$ cat src/rtl/score_to_digits_pkg.sv
// Shared constants, FSM state type and digit place indices for the score-to-BCD path.
// Place indices are also used by the renderer's place-select logic.
package score_to_digits_pkg;

  localparam int BIN_W  = 20;
  localparam int DIGITS = 6;
  localparam int BCD_W  = 4 * DIGITS;
  localparam int SR_W   = BCD_W + BIN_W;
  localparam int CNT_W  = 5;

  localparam logic [BIN_W-1:0] MAX_SCORE = 20'd999999;

  localparam int ONES              = 0;
  localparam int TENS              = 1;
  localparam int HUNDREDS          = 2;
  localparam int THOUSANDS         = 3;
  localparam int TEN_THOUSANDS     = 4;
  localparam int HUNDRED_THOUSANDS = 5;

  typedef enum logic [1:0] {IDLE, SHIFT, COMMIT} state_t;
  typedef logic [3:0] digit_t;

  function automatic logic [BIN_W-1:0] clamp_score(input logic [BIN_W-1:0] v);
    return (v > MAX_SCORE) ? MAX_SCORE : v;
  endfunction

endpackage

$ cat src/rtl/score_to_digits_if.sv
// Start/busy/done handshake plus the committed digit buses between game logic and renderer.
// master = score source / renderer side, slave = converter.
interface score_to_digits_if;
  import score_to_digits_pkg::*;

  logic             start;
  logic [BIN_W-1:0] value;
  logic             busy;
  logic             done;
  logic             saturated;
  digit_t           display_ones;
  digit_t           display_tens;
  digit_t           display_hundreds;
  digit_t           display_thousands;
  digit_t           display_ten_thousands;
  digit_t           display_hundred_thousands;

  modport master (
    output start, value,
    input  busy, done, saturated,
    input  display_ones, display_tens, display_hundreds,
    input  display_thousands, display_ten_thousands, display_hundred_thousands
  );

  modport slave (
    input  start, value,
    output busy, done, saturated,
    output display_ones, display_tens, display_hundreds,
    output display_thousands, display_ten_thousands, display_hundred_thousands
  );

endinterface

$ cat src/rtl/score_to_digits_bcd_digit_adj.sv
// Double-dabble correction cell: add 3 to a BCD nibble that is 5 or more.
// Purely combinational, no latency, no flow control.
module bcd_digit_adj (
  input  logic [3:0] nib_i,
  output logic [3:0] nib_o
);

  assign nib_o = (nib_i >= 4'd5) ? nib_i + 4'd3 : nib_i;

endmodule

$ cat src/rtl/score_to_digits.sv
// Iterative binary-to-BCD converter for the on-screen score (shift-add-3).
// Latency 21 cycles start-to-done; start is ignored while busy, never queued.
module score_to_digits
  import score_to_digits_pkg::*;
(
  input  logic               clk,
  input  logic               resetn,
  score_to_digits_if.slave   bus
);

  state_t                       state_q, state_d;
  logic [CNT_W-1:0]             cnt_q, cnt_d;
  logic [SR_W-1:0]              sr_q, sr_d;
  logic                         sat_q, sat_d;
  logic [DIGITS-1:0][3:0]       disp_q, disp_d;
  logic                         saturated_q, saturated_d;
  logic                         done_q, done_d;
  logic [BCD_W-1:0]             adj_bcd;

  // All nibbles are corrected in parallel from the pre-shift scratch.
  for (genvar i = 0; i < DIGITS; i++) begin : g_adj
    bcd_digit_adj u_adj (
      .nib_i (sr_q[BIN_W + 4*i +: 4]),
      .nib_o (adj_bcd[4*i +: 4])
    );
  end

  always_comb begin
    state_d     = state_q;
    cnt_d       = cnt_q;
    sr_d        = sr_q;
    sat_d       = sat_q;
    disp_d      = disp_q;
    saturated_d = saturated_q;
    done_d      = 1'b0;
    case (state_q)
      IDLE: begin
        if (bus.start) begin
          sr_d    = {{BCD_W{1'b0}}, clamp_score(bus.value)};
          sat_d   = (bus.value > MAX_SCORE);
          cnt_d   = '0;
          state_d = SHIFT;
        end
      end
      SHIFT: begin
        sr_d  = {adj_bcd, sr_q[BIN_W-1:0]} << 1;
        cnt_d = cnt_q + 1'b1;
        if (cnt_q == CNT_W'(BIN_W - 1)) state_d = COMMIT;
      end
      COMMIT: begin
        for (int i = 0; i < DIGITS; i++) disp_d[i] = sr_q[BIN_W + 4*i +: 4];
        saturated_d = sat_q;
        done_d      = 1'b1;
        state_d     = IDLE;
      end
      default: state_d = IDLE;
    endcase
  end

  always_ff @(posedge clk or negedge resetn) begin
    if (!resetn) begin
      state_q     <= IDLE;
      cnt_q       <= '0;
      sr_q        <= '0;
      sat_q       <= 1'b0;
      disp_q      <= '0;
      saturated_q <= 1'b0;
      done_q      <= 1'b0;
    end else begin
      state_q     <= state_d;
      cnt_q       <= cnt_d;
      sr_q        <= sr_d;
      sat_q       <= sat_d;
      disp_q      <= disp_d;
      saturated_q <= saturated_d;
      done_q      <= done_d;
    end
  end

  assign bus.busy                      = (state_q != IDLE);
  assign bus.done                      = done_q;
  assign bus.saturated                 = saturated_q;
  assign bus.display_ones              = disp_q[ONES];
  assign bus.display_tens              = disp_q[TENS];
  assign bus.display_hundreds          = disp_q[HUNDREDS];
  assign bus.display_thousands         = disp_q[THOUSANDS];
  assign bus.display_ten_thousands     = disp_q[TEN_THOUSANDS];
  assign bus.display_hundred_thousands = disp_q[HUNDRED_THOUSANDS];

endmodule
$ cat src/flat_wrapper.sv
// flat-port wrapper written by rule: the top's interface ports become plain ports
module score_to_digits_flat import score_to_digits_pkg::*;
  (clk, resetn, bus_start, bus_value, bus_busy, bus_done, bus_saturated, bus_display_ones, bus_display_tens, bus_display_hundreds, bus_display_thousands, bus_display_ten_thousands, bus_display_hundred_thousands);
  score_to_digits_if bus_i ();
  input  logic clk;
  input  logic resetn;
  input wire logic [$bits(bus_i.start)-1:0] bus_start;
  input wire logic [$bits(bus_i.value)-1:0] bus_value;
  output wire logic [$bits(bus_i.busy)-1:0] bus_busy;
  output wire logic [$bits(bus_i.done)-1:0] bus_done;
  output wire logic [$bits(bus_i.saturated)-1:0] bus_saturated;
  output wire logic [$bits(bus_i.display_ones)-1:0] bus_display_ones;
  output wire logic [$bits(bus_i.display_tens)-1:0] bus_display_tens;
  output wire logic [$bits(bus_i.display_hundreds)-1:0] bus_display_hundreds;
  output wire logic [$bits(bus_i.display_thousands)-1:0] bus_display_thousands;
  output wire logic [$bits(bus_i.display_ten_thousands)-1:0] bus_display_ten_thousands;
  output wire logic [$bits(bus_i.display_hundred_thousands)-1:0] bus_display_hundred_thousands;
  assign bus_i.start = bus_start;
  assign bus_i.value = bus_value;
  assign bus_busy = bus_i.busy;
  assign bus_done = bus_i.done;
  assign bus_saturated = bus_i.saturated;
  assign bus_display_ones = bus_i.display_ones;
  assign bus_display_tens = bus_i.display_tens;
  assign bus_display_hundreds = bus_i.display_hundreds;
  assign bus_display_thousands = bus_i.display_thousands;
  assign bus_display_ten_thousands = bus_i.display_ten_thousands;
  assign bus_display_hundred_thousands = bus_i.display_hundred_thousands;
  score_to_digits u_core (.clk(clk), .resetn(resetn), .bus(bus_i));
endmodule
$ cat config.mk
export PLATFORM = sky130hd
export DESIGN_NAME = score_to_digits_flat
export DESIGN_NICKNAME = d
export VERILOG_FILES = /design/src/rtl/score_to_digits_pkg.sv /design/src/rtl/score_to_digits_if.sv /design/src/rtl/score_to_digits_bcd_digit_adj.sv /design/src/rtl/score_to_digits.sv /design/src/flat_wrapper.sv
export SDC_FILE = /design/constraint.sdc
export NUM_CORES = 1
export LEC_CHECK = 0
export ABC_AREA = 1
export CAP_MARGIN = 20
export CORE_MARGIN = 3
export CORE_UTILIZATION = 57
export CTS_BUF_LIST = sky130_fd_sc_hd__clkbuf_8
export CTS_CLUSTER_DIAMETER = 60
export DETAILED_ROUTE_END_ITERATION = 7
export HOLD_SLACK_MARGIN = 0.02
export PLACE_DENSITY = 0.82
export SETUP_SLACK_MARGIN = 0.4
export SYNTH_ARGS = -nofsm -noshare
export SYNTH_HDL_FRONTEND = slang
export SYNTH_SLANG_ARGS = --single-unit
$ cat constraint.sdc
create_clock -name clk -period 1.55 [get_ports clk]
set_clock_uncertainty 0.15 [all_clocks]
set_input_delay 0.465 -clock clk [delete_from_list [all_inputs] [get_ports clk]]
set_output_delay 0.465 -clock clk [all_outputs]
set_load 0.01 [all_outputs]
==> impl_metrics.tcl, run 1 <==
set metrics [dict create \
    timing.setup.critical_path_class "flip-flop to flip-flop" \
    seqCellArea_mm2 0.00195 \
    synth_top_area_share_pct 51.3 \
    routed_wirelength_mm 13.1 \
    layout.filler_cells 306 \
    maxSlewHeadroom_pct 78.2 \
    hold_violations 0 \
    core-area_mm2 0.00642 \
    clock_tree_from_tritoncts "done" \
    power.combinational.fraction_pct 59.0 \
    drt-wirelength-per-cell_um 19.9 \
    post-dp-hpwl_mm 5.60 \
    placed_area_mm2 0.00461 \
    worstMarginPinSlew_ns 0.318 \
    synth_seq_cells 78 \
    grt_usage_pct 26.6 \
    rsz0062_at_grt "true" \
    route.detailed.vias_per_inst 6.21 \
    place.gp.congestion 0.838 \
    drive_above_1_share_pct 35.3 \
    initialDrtViolationCount 424 \
    grt-busiest-layer "met2" \
    vdd_ir_drop_max_mv 1.14 \
    grt.met3_usage_pct 6.30 \
    syn-instance-count 464 \
    antenna_violations_before_repair 0 \
    syn-cell-area_mm2 0.00380 \
    timing.critical_path.from_type "flip-flop" \
    floorplan.die_area_mm2 0.00769 \
    cts_made_buffers 9 \
    clock.fmax_mhz 586 \
    dr_total_vias 4086 \
    multiInputGateArea_mm2 0.00193 \
    power_density_mw_per_mm2 2290 \
    global_route.usage.met1_pct 30.1 \
    first_global_vias 3516 \
    fin_crit_ns 1.71 \
    synth-seq-area-share_pct 51.3 \
    layout.cells.most_common_list "98 x sky130_fd_sc_hd__nand2_1, 78 x sky130_fd_sc_hd__dfrtp_1, 48 x sky130_fd_sc_hd__nor2_1" \
    power_switching_mw 5.71 \
    largest_net_degree_at_the_start_of_global_routing 50 \
    r2r_slack_ns -0.16 \
    final.setup.worst_slack_ns -0.156 \
    final.hold.worst_slack_ns 0.329 \
    maxCapViolCount 0 \
    cellInternalPower_mw 7.08 \
    pre_cts_slack_ns -0.465 \
    layout_commonest_cell "sky130_fd_sc_hd__nand2_1" \
    residual_drc 0 \
    seqPwrFrac_pct 30.2 \
    top_level_ports 50 \
    cts_root_buffer_type "sky130_fd_sc_hd__clkbuf_8" \
    clock-sinks 78 \
    die-height_um 87.7 \
    final_core_utilization_pct 86.9 \
    setup_viol 72 \
    clk_path_buf_depth 2 \
    leakage_nw 2.79 \
    number_of_optimization_iterations_in_the_first_detailed_route_pass 8 \
    synthDominantAreaCellType "sky130_fd_sc_hd__dfrtp_1" \
    synth_warnings 0 \
    status "finished with violations" \
    insertedDiodeCount 0 \
    area_delta_synth_final_pct 46.8 \
    buffer_ports.inserted 49 \
    design.final.nets 612 \
    fin_crit_share_pct 110 \
    drtAntennaViolNets 0 \
    failed_checks "negative setup slack" \
    use_met2_pct 47.8 \
    clkPwrFrac_pct 10.8 \
    power_switching_share_pct 44.7 \
    syn_avg_cell_area_um2 8.19 \
    drv_slew 0 \
    synth_top_cells_by_area "sky130_fd_sc_hd__dfrtp_1 51%, sky130_fd_sc_hd__nand2_1 12%, sky130_fd_sc_hd__nor2_1 6.6%, sky130_fd_sc_hd__o21ai_0 6.3%, sky130_fd_sc_hd__inv_1 4.9%" \
    clkSlewWorstSetupHoldPaths_ns 0.08 \
    die_x_um 87.7 \
    first_pass_grt_wire_length_mm 15.9 \
    placement_rows 29 \
    cp.arrival_ns 1.81 \
    grt.overflow.total 0 \
    worst_skew_pair.late_latency_ns 0.36 \
    finalInstanceArea_mm2 0.00558 \
    worst-path-max-fanout 25 \
    worstPathRequired_ns 1.65 \
    start_util_pct 59.2 \
    synthDistinctLibCells 23 \
    htreeDepth 3 \
    synth_nets 500 \
    worstSetupEndpointType "flip-flop" \
    holdCritPathClass "flip-flop to flip-flop" \
]
[path summary, 6_finish.rpt]
kind | start | endpoint | depth (start not counted)
max | u_core.state_q[0]$_DFFE_PN0P_ | u_core.bus.display_ones[0]$_DFFE_PN0P_ | 7
min | u_core.sr_q[4]$_DFFE_PN0P_ | u_core.sr_q[4]$_DFFE_PN0P_ | 2
max reg2reg | u_core.state_q[0]$_DFFE_PN0P_ | u_core.bus.display_ones[0]$_DFFE_PN0P_ | 7
min reg2reg | u_core.sr_q[4]$_DFFE_PN0P_ | u_core.sr_q[4]$_DFFE_PN0P_ | 2
max in group asynchronous | resetn | u_core.sr_q[42]$_DFFE_PN0P_ | 3
min in group asynchronous | resetn | u_core.sr_q[34]$_DFFE_PN0P_ | 2
[registers in the layout, indices dropped and copies added (netlist names), 2 cells and up]
signal and flops:
u_core.state_q 2, u_core.bus.display_hundred_thousands 4, u_core.sr_q 44, u_core.bus.display_thousands 4, u_core.cnt_q 5, u_core.bus.display_ones 4
u_core.bus.display_hundreds 4, u_core.bus.display_ten_thousands 4, u_core.bus.display_tens 4
[final cells by class]
type | instances | area share, %
clock buffer | 10 | 2.47
sequential | 78 | 35.0
clock inverter | 6 | 0.538
inverter | 52 | 3.94
tap | 77 | 1.73
timing repair buffer | 118 | 21.8
multi-input combinational | 317 | 34.6
[kinds of logic (layout without fill, tap and decap cells)]
| group | Yosys count | in the layout | synth area share (%) |
|---|---|---|---|
| AO/OA/AOI/OAI | 77 | 77 | 11.8 |
| XOR/XNOR | 5 | 5 | 1.15 |
| adder cells (fa/ha/maj) | 13 | 13 | 4.28 |
| buffers and inverters | 71 | 186 | 7.83 |
| flip-flops | 78 | 78 | 51.3 |
| multiplexers | 1 | 1 | 0.263 |
| AND/OR/NAND/NOR | 219 | 221 | 23.3 |
[metrics by stage]
stage	TNS [ns]	power [mW]	instances
floorplan	0	7.14	464
global placement	-13.67	8.55	592
detailed placement	-14.76	8.84	592
CTS	-0.549	10.9	635
global route	-8.10	13.5	658
finish	-4.73	12.8	658
[layer usage]
metal  wire (µm)  part of all wire [%]
met1        4510                    35
met2        6540                    50
met3        1150                   8.8
met4         870                   6.7
met5           0                     0
[Yosys cell counts]
master,n
sky130_fd_sc_hd__nand2_1,120
sky130_fd_sc_hd__dfrtp_1,78
sky130_fd_sc_hd__nor2_1,67
sky130_fd_sc_hd__inv_1,50
sky130_fd_sc_hd__o21ai_0,48
sky130_fd_sc_hd__nand3_1,20
sky130_fd_sc_hd__buf_2,13
sky130_fd_sc_hd__ha_1,13
sky130_fd_sc_hd__nand4_1,9
sky130_fd_sc_hd__a22oi_1,8
sky130_fd_sc_hd__o22ai_1,7
sky130_fd_sc_hd__o32ai_1,7
sky130_fd_sc_hd__xor2_1,5
sky130_fd_sc_hd__a21oi_1,4
sky130_fd_sc_hd__clkbuf_1,4
sky130_fd_sc_hd__buf_6,2
sky130_fd_sc_hd__inv_2,2
sky130_fd_sc_hd__nor2_4,2
sky130_fd_sc_hd__a22o_1,1
sky130_fd_sc_hd__a31oi_1,1
sky130_fd_sc_hd__mux2i_1,1
sky130_fd_sc_hd__nand2_2,1
sky130_fd_sc_hd__o31a_1,1
[critical path, cell delays in order (launching register included)]
cell and delay [ns]:
sky130_fd_sc_hd__dfrtp_1 0.42, sky130_fd_sc_hd__buf_6 0.13, sky130_fd_sc_hd__buf_6 0.12, sky130_fd_sc_hd__buf_4 0.13, sky130_fd_sc_hd__nor2_4 0.14, sky130_fd_sc_hd__inv_4 0.09, sky130_fd_sc_hd__buf_12 0.16, sky130_fd_sc_hd__o21ai_0 0.23
[power groups by stage]
stage,clock network (mW),logic (mW),registers [mW]
after floorplan,0,3.45,3.70
after global placement,0,4.94,3.61
after detailed placement,0,5.17,3.67
after CTS,1.34,5.94,3.65
after global routing,1.48,8.15,3.91
final,1.39,7.54,3.86
[timing repair]
action                                  in CTS  in global routing
resized for setup                          174                 70
hold endpoints to repair                    13                  0
hold buffers                                 1                  0
endpoints found under the setup margin     104                126
cloned                                       4                  9
setup buffers                               22                 14
pin swaps                                   11                 16
(Power assumes the default switching activity.)
==> inputs of run 2 (changes only) <==
Settings changed: CORE_ASPECT_RATIO from default to 0.5.
==> run 2 against run 1 <==
  * The flow still finishes with violations (negative setup slack)
  * Maximum frequency grew 6.0%
  * Final area shrank 3.5%
  * Critical path depth is the same
  * Flip-flop and latch count is the same
  * Via count shrank 11%
  * Sequential share of layout area grew 1.2 points
  * Non-clock buffer count shrank 9
  * Core utilization shrank 0.77 points
  * Critical path type unchanged
  * Largest cell class unchanged
  * Highest routed layer unchanged
==> impl_metrics.tcl, run 2 (same netlist as run 1, synthesis figures left out) <==
set metrics [dict create \
    final.hold.worst_slack_ns 0.330 \
    antenna_violations_before_repair 0 \
    floorplan.die_area_mm2 0.00775 \
    first_pass_grt_wire_length_mm 16.4 \
    worstMarginPinSlew_ns 0.297 \
    area_delta_synth_final_pct 41.8 \
    clock-sinks 78 \
    grt.overflow.total 0 \
    clk_path_buf_depth 2 \
    number_of_optimization_iterations_in_the_first_detailed_route_pass 5 \
    die-height_um 63.8 \
    cts_root_buffer_type "sky130_fd_sc_hd__clkbuf_8" \
    post-dp-hpwl_mm 5.40 \
    dr_total_vias 3645 \
    timing.critical_path.from_type "flip-flop" \
    residual_drc 0 \
    holdCritPathClass "flip-flop to flip-flop" \
    vdd_ir_drop_max_mv 0.913 \
    placement_rows 20 \
    core-area_mm2 0.00626 \
    initialDrtViolationCount 292 \
    power_density_mw_per_mm2 2130 \
    status "finished with violations" \
    worst_skew_pair.late_latency_ns 0.35 \
    timing.setup.critical_path_class "flip-flop to flip-flop" \
    cts_made_buffers 9 \
    final.setup.worst_slack_ns -0.0604 \
    drv_slew 0 \
    worstPathRequired_ns 1.67 \
    cp.arrival_ns 1.73 \
    drtAntennaViolNets 0 \
    largest_register_ffs 44 \
    first_global_vias 3440 \
    clkSlewWorstSetupHoldPaths_ns 0.08 \
    top_level_ports 50 \
    clock.fmax_mhz 621 \
    start_util_pct 60.8 \
    route.detailed.vias_per_inst 5.52 \
    layout_commonest_cell "sky130_fd_sc_hd__nand2_1" \
    maxSlewHeadroom_pct 80.0 \
    place.gp.congestion 0.798 \
    largest_net_degree_at_the_start_of_global_routing 28 \
    post-layout-total-power_mw 11.5 \
    htreeDepth 3 \
    fin_crit_ns 1.61 \
    setup_tns_ns -0.545 \
    rsz0062_at_grt "true" \
    drt-wirelength-per-cell_um 15.9 \
    insertedDiodeCount 0 \
    clock_tree_from_tritoncts "done" \
    buffer_ports.inserted 49 \
    grt_usage_pct 27.1 \
    design.final.nets 603 \
    die_x_um 122 \
    worst-path-max-fanout 25 \
    setup_viol 21 \
    regMostFlops "u_core.sr_q" \
    drive_above_1_share_pct 33.4 \
    top_regs "u_core.sr_q x44, u_core.cnt_q x5" \
    maxCapViolCount 0 \
    fin_crit_share_pct 104 \
    leakage_nw 2.72 \
    worstSetupEndpointType "flip-flop" \
    hold_violations 0 \
    layout.cells.most_common_list "101 x sky130_fd_sc_hd__nand2_1, 78 x sky130_fd_sc_hd__dfrtp_1, 47 x sky130_fd_sc_hd__nor2_1" \
    routed_wirelength_mm 10.5 \
    failed_checks "negative setup slack" \
]
run 2: changes by cell type in the layout (fill, tap and decap cells not counted), sizes merged, moves of 2 or more:
cell / before / now
clkdlybuf4s50: 9 / 13
dlygate4sd2: 10 / 8
clkbuf: 16 / 9
clkdlybuf4s15: 2 / 0
buf: 90 / 86
run 2: power by group:
group / internal (mW) / switching (mW)
logic: 2.79 / 3.53
registers: 3.03 / 0.674
clock network: 0.721 / 0.736
run 2: worst paths after layout:
| path | slack, ns | start | cells past startpoint | endpoint |
|---|---|---|---|---|
| max | -0.06 | u_core.state_q[0]$_DFFE_PN0P_ | 7 | u_core.sr_q[32]$_DFFE_PN0P_ |
| min | 0.33 | u_core.cnt_q[4]$_DFFE_PN0P_ | 1 | u_core.cnt_q[4]$_DFFE_PN0P_ |
| max reg2reg | -0.06 | u_core.state_q[0]$_DFFE_PN0P_ | 7 | u_core.sr_q[32]$_DFFE_PN0P_ |
| min reg2reg | 0.33 | u_core.cnt_q[4]$_DFFE_PN0P_ | 1 | u_core.cnt_q[4]$_DFFE_PN0P_ |
| max in group asynchronous | 0.48 | resetn | 3 | u_core.sr_q[16]$_DFFE_PN0P_ |
| min in group asynchronous | 0.37 | resetn | 2 | u_core.bus.display_tens[2]$_DFFE_PN0P_ |
run 2: metrics by stage:
stage	setup slack [ns]	util (%)	instances	instance area (µm²)
floorplan	0.136	-	464	3930
global placement	-0.410	74.4	609	4650
detailed placement	-0.454	74.4	609	4650
CTS	-0.0433	83.3	651	5210
global route	-0.142	86.2	660	5390
finish	-0.0604	86.2	660	5390
run 2: area by class of cell:
| class | count | area (µm²) |
|---|---|---|
| clock buffer | 9 | 124 |
| timing repair buffer | 109 | 1080 |
| sequential | 78 | 1950 |
| inverter | 52 | 205 |
| tap | 88 | 110 |
| clock inverter | 7 | 57.6 |
| fill | 326 | 866 |
| multi-input combinational | 317 | 1860 |
run 2: worst max-delay path, cell delays in order, from the launching register on:
cell and delay, ns:
sky130_fd_sc_hd__dfrtp_1 0.38, sky130_fd_sc_hd__buf_4 0.16, sky130_fd_sc_hd__nand2_4 0.09, sky130_fd_sc_hd__inv_4 0.05, sky130_fd_sc_hd__nor2_4 0.27, sky130_fd_sc_hd__inv_2 0.08, sky130_fd_sc_hd__buf_12 0.17, sky130_fd_sc_hd__o22ai_1 0.17
run 2: layer usage:
| layer | wire length [µm] | track usage [%] | vias up |
|---|---|---|---|
| li1 | - | - | 1708 |
| met1 | 4270 | 35.2 | 1740 |
| met2 | 5260 | 45.8 | 169 |
| met3 | 746 | 5.84 | 28 |
| met4 | 235 | 8.66 | 0 |
| met5 | 0 | 0 | - |
run 2: what timing repair did:
item,CTS,global route
resized for setup,193,40
setup buffers,16,9
hold buffers,1,0
setup endpoints to repair,104,148
gates cloned,9,0
pin swaps,10,16
endpoints found under the hold margin,18,0
==> inputs of run 3 (changes only) <==
--- a/config.mk
+++ b/config.mk
@@ -11,3 +11,3 @@
 export CORE_MARGIN = 3
-export CORE_UTILIZATION = 57
+export CORE_UTILIZATION = 50
 export CTS_BUF_LIST = sky130_fd_sc_hd__clkbuf_8
@@ -16,3 +16,3 @@
 export HOLD_SLACK_MARGIN = 0.02
-export PLACE_DENSITY = 0.82
+export PLACE_DENSITY = 0.73
 export SETUP_SLACK_MARGIN = 0.4
==> constraint.sdc (replaced) <==
create_clock -name clk -period 1.55 [get_ports clk]
set_clock_uncertainty 0.15 [all_clocks]
set_input_delay 0.31 -clock clk [delete_from_list [all_inputs] [get_ports clk]]
set_output_delay 0.31 -clock clk [all_outputs]
set_load 0.01 [all_outputs]
==> run 3 against run 2 <==
  * The run now ends clean
  * Routed wire length fell by 7.1%
  * Register-to-register slack better by 0.11 ns
  * Total power grew 6.1%
  * Die area grew 13%
  * Global-route usage decreased by 4.5 points
  * Sequential power is essentially flat
  * Count of clock-buffer cells in the layout increased by 2
  * Final area increased by 4.0%
  * Hold slack worse by 0.20 ns
  * Maximum frequency increased by 5.9%
  * Setup slack better by 0.089 ns
  * Critical path type is now flip-flop to output pin
  * Highest routed layer unchanged
==> impl_metrics.tcl, run 3 (same netlist as run 1, synthesis figures left out) <==
set metrics [dict create \
    finish.cell_count_without_fillers 676 \
    holdPathStages 3 \
    ff2ff_path_depth 7 \
    regToRegEndpoint "u_core.sr_q[41]$_DFFE_PN0P_" \
    grt-busiest-layer "met2" \
    clock.fmax_mhz 657 \
    r2r_slack_ns 0.05 \
    htreeDepth 3 \
    cts_made_buffers 9 \
    holdCritPathClass "input port to flip-flop" \
    drv_slew 0 \
    buffer_ports.inserted 49 \
    maxCapViolCount 0 \
    worst-path-max-fanout 3 \
    global_route.usage.met1_pct 28.5 \
    top_level_ports 50 \
    worstPathRequired_ns 1.09 \
    start_util_pct 54.2 \
    hold_violations 0 \
    pre_cts_slack_ns -0.186 \
    power_switching_share_pct 42.0 \
    rsz0062_at_grt "true" \
    post-place-cells 613 \
    placement_rows 21 \
    vdd_ir_drop_max_mv 1.06 \
    largest_net_degree_at_the_start_of_global_routing 33 \
    placed_area_mm2 0.00462 \
    timing.critical_path.from_type "flip-flop" \
    maxSlewHeadroom_pct 77.0 \
    layout.cells.most_common_list "99 x sky130_fd_sc_hd__nand2_1, 78 x sky130_fd_sc_hd__dfrtp_1, 52 x sky130_fd_sc_hd__buf_4" \
    dr_total_vias 3494 \
    cellInternalPower_mw 7.06 \
    drtAntennaViolNets 0 \
    hold_path_startpoint "bus_value[18]" \
    clock_tree_from_tritoncts "done" \
    layout_commonest_cell "sky130_fd_sc_hd__nand2_1" \
    routed_wirelength_mm 9.77 \
    power.combinational.fraction_pct 56.8 \
    design.final.nets 615 \
    grt.overflow.total 0 \
    final.setup.worst_slack_ns 0.0287 \
    clkPwrFrac_pct 12.9 \
    core-area_mm2 0.00702 \
    worst_hold_path.endpoint "u_core.sr_q[18]$_DFFE_PN0P_" \
    residual_drc 0 \
    first_pass_grt_wire_length_mm 15.2 \
    seqPwrFrac_pct 30.3 \
    regMostFlops "u_core.sr_q" \
    worst_skew_pair.late_latency_ns 0.37 \
    setup_viol 0 \
    area_delta_synth_final_pct 47.4 \
    cp.arrival_ns 1.06 \
    leakage_nw 2.79 \
    grt.met3_usage_pct 6.24 \
    status "complete, no violations" \
    r2r-start "u_core.state_q[0]$_DFFE_PN0P_" \
    clk_path_buf_depth 2 \
    insertedDiodeCount 0 \
    initialDrtViolationCount 156 \
    finalInstanceArea_mm2 0.00560 \
    route.detailed.vias_per_inst 5.17 \
    power_switching_mw 5.12 \
    final.hold.worst_slack_ns 0.134 \
    drive_above_1_share_pct 37.7 \
    number_of_optimization_iterations_in_the_first_detailed_route_pass 4 \
    post-dp-hpwl_mm 5.54 \
    fin_crit_share_pct 98.1 \
    clkSlewWorstSetupHoldPaths_ns 0.08 \
    drt-wirelength-per-cell_um 14.5 \
    top_regs "u_core.sr_q x44, u_core.cnt_q x5" \
    use_met2_pct 38.5 \
    die-height_um 67.7 \
    cts_root_buffer_type "sky130_fd_sc_hd__clkbuf_8" \
    timing.setup.critical_path_class "flip-flop to output pin" \
    worstSetupEndpointType "output pin" \
    die_x_um 129 \
    fin_crit_ns 1.52 \
    antenna_violations_before_repair 0 \
    final_core_utilization_pct 79.9 \
    grt_usage_pct 22.6 \
    floorplan.die_area_mm2 0.00875 \
    clock-sinks 78 \
    largest_register_ffs 44 \
    first_global_vias 3267 \
    worstMarginPinSlew_ns 0.344 \
    place.gp.congestion 0.782 \
    power_density_mw_per_mm2 2170 \
]
## run 3: cell types whose count changed in the layout (fill, tap and decap cells not counted), moves of 6 or more
cell / change
sky130_fd_sc_hd__buf_4: +18
sky130_fd_sc_hd__dlygate4sd2_1: -8
sky130_fd_sc_hd__clkdlybuf4s50_1: +7
sky130_fd_sc_hd__nor2_2: -7
sky130_fd_sc_hd__a22oi_1: +6
sky130_fd_sc_hd__a22oi_2: -6
sky130_fd_sc_hd__inv_1: -6
sky130_fd_sc_hd__inv_2: +6
## run 3: metrics by stage
step           setup TNS (ns)  power (mW)
2_1_floorplan               0        7.08
3_3_place_gp            -3.65        8.62
3_5_place_dp            -4.30        8.79
4_1_cts                     0        10.6
5_1_grt               -0.0431        13.1
6_report                    0        12.2
## run 3: worst max path at each step
stage / from / endpoint / slack (ns) / depth (start not counted)
floorplan: u_core.state_q[0]$_DFFE_PN0P_ / u_core.sr_q[18]$_DFFE_PN0P_ / 0.13 / 8
global placement: bus_value[14] / u_core.sr_q[12]$_DFFE_PN0P_ / -0.13 / 9
detailed placement: bus_value[14] / u_core.sr_q[6]$_DFFE_PN0P_ / -0.19 / 9
CTS: u_core.state_q[0]$_DFFE_PN0P_ / bus_busy / 0.05 / 3
global route: u_core.state_q[1]$_DFFE_PN0P_ / bus_busy / -0.03 / 3
finish: u_core.state_q[1]$_DFFE_PN0P_ / bus_busy / 0.03 / 3
## run 3: timing repair
action	CTS	global route
endpoints found under the hold margin	52	0
gates cloned	5	2
setup endpoints to repair	104	104
buffers inserted	18	21
pin swaps	3	8
resized for setup	179	77
hold buffers	1	0
## run 3: power groups by stage
stage	sequential, mW	clock, mW	combinational (mW)
after CTS	3.63	1.58	5.38
final	3.68	1.57	6.92
after global placement	3.61	0	5.01
after detailed placement	3.66	0	5.14
after floorplan	3.69	0	3.39
after global routing	3.78	1.68	7.65
## run 3: final cells by class
type | instances | area (µm²)
clock buffer | 11 | 151
clock inverter | 5 | 48.8
fill | 472 | 1410
inverter | 52 | 205
multi-input combinational | 315 | 1930
sequential | 78 | 1950
tap | 92 | 115
timing repair buffer | 123 | 1200
## run 3: worst max-delay path, stage by stage (launching register included)
cell,delay [ns]
sky130_fd_sc_hd__dfrtp_1,0.38
sky130_fd_sc_hd__inv_2,0.12
sky130_fd_sc_hd__nand2_4,0.08
sky130_fd_sc_hd__buf_6,0.12
## run 3: routing by layer
layer	part of all wire, %	vias to the layer above	wire length [µm]
met2	49	72	4770
met1	44	1662	4350
met5	0	-	0
met4	1.4	0	138
li1	-	1746	-
met3	5.2	14	511
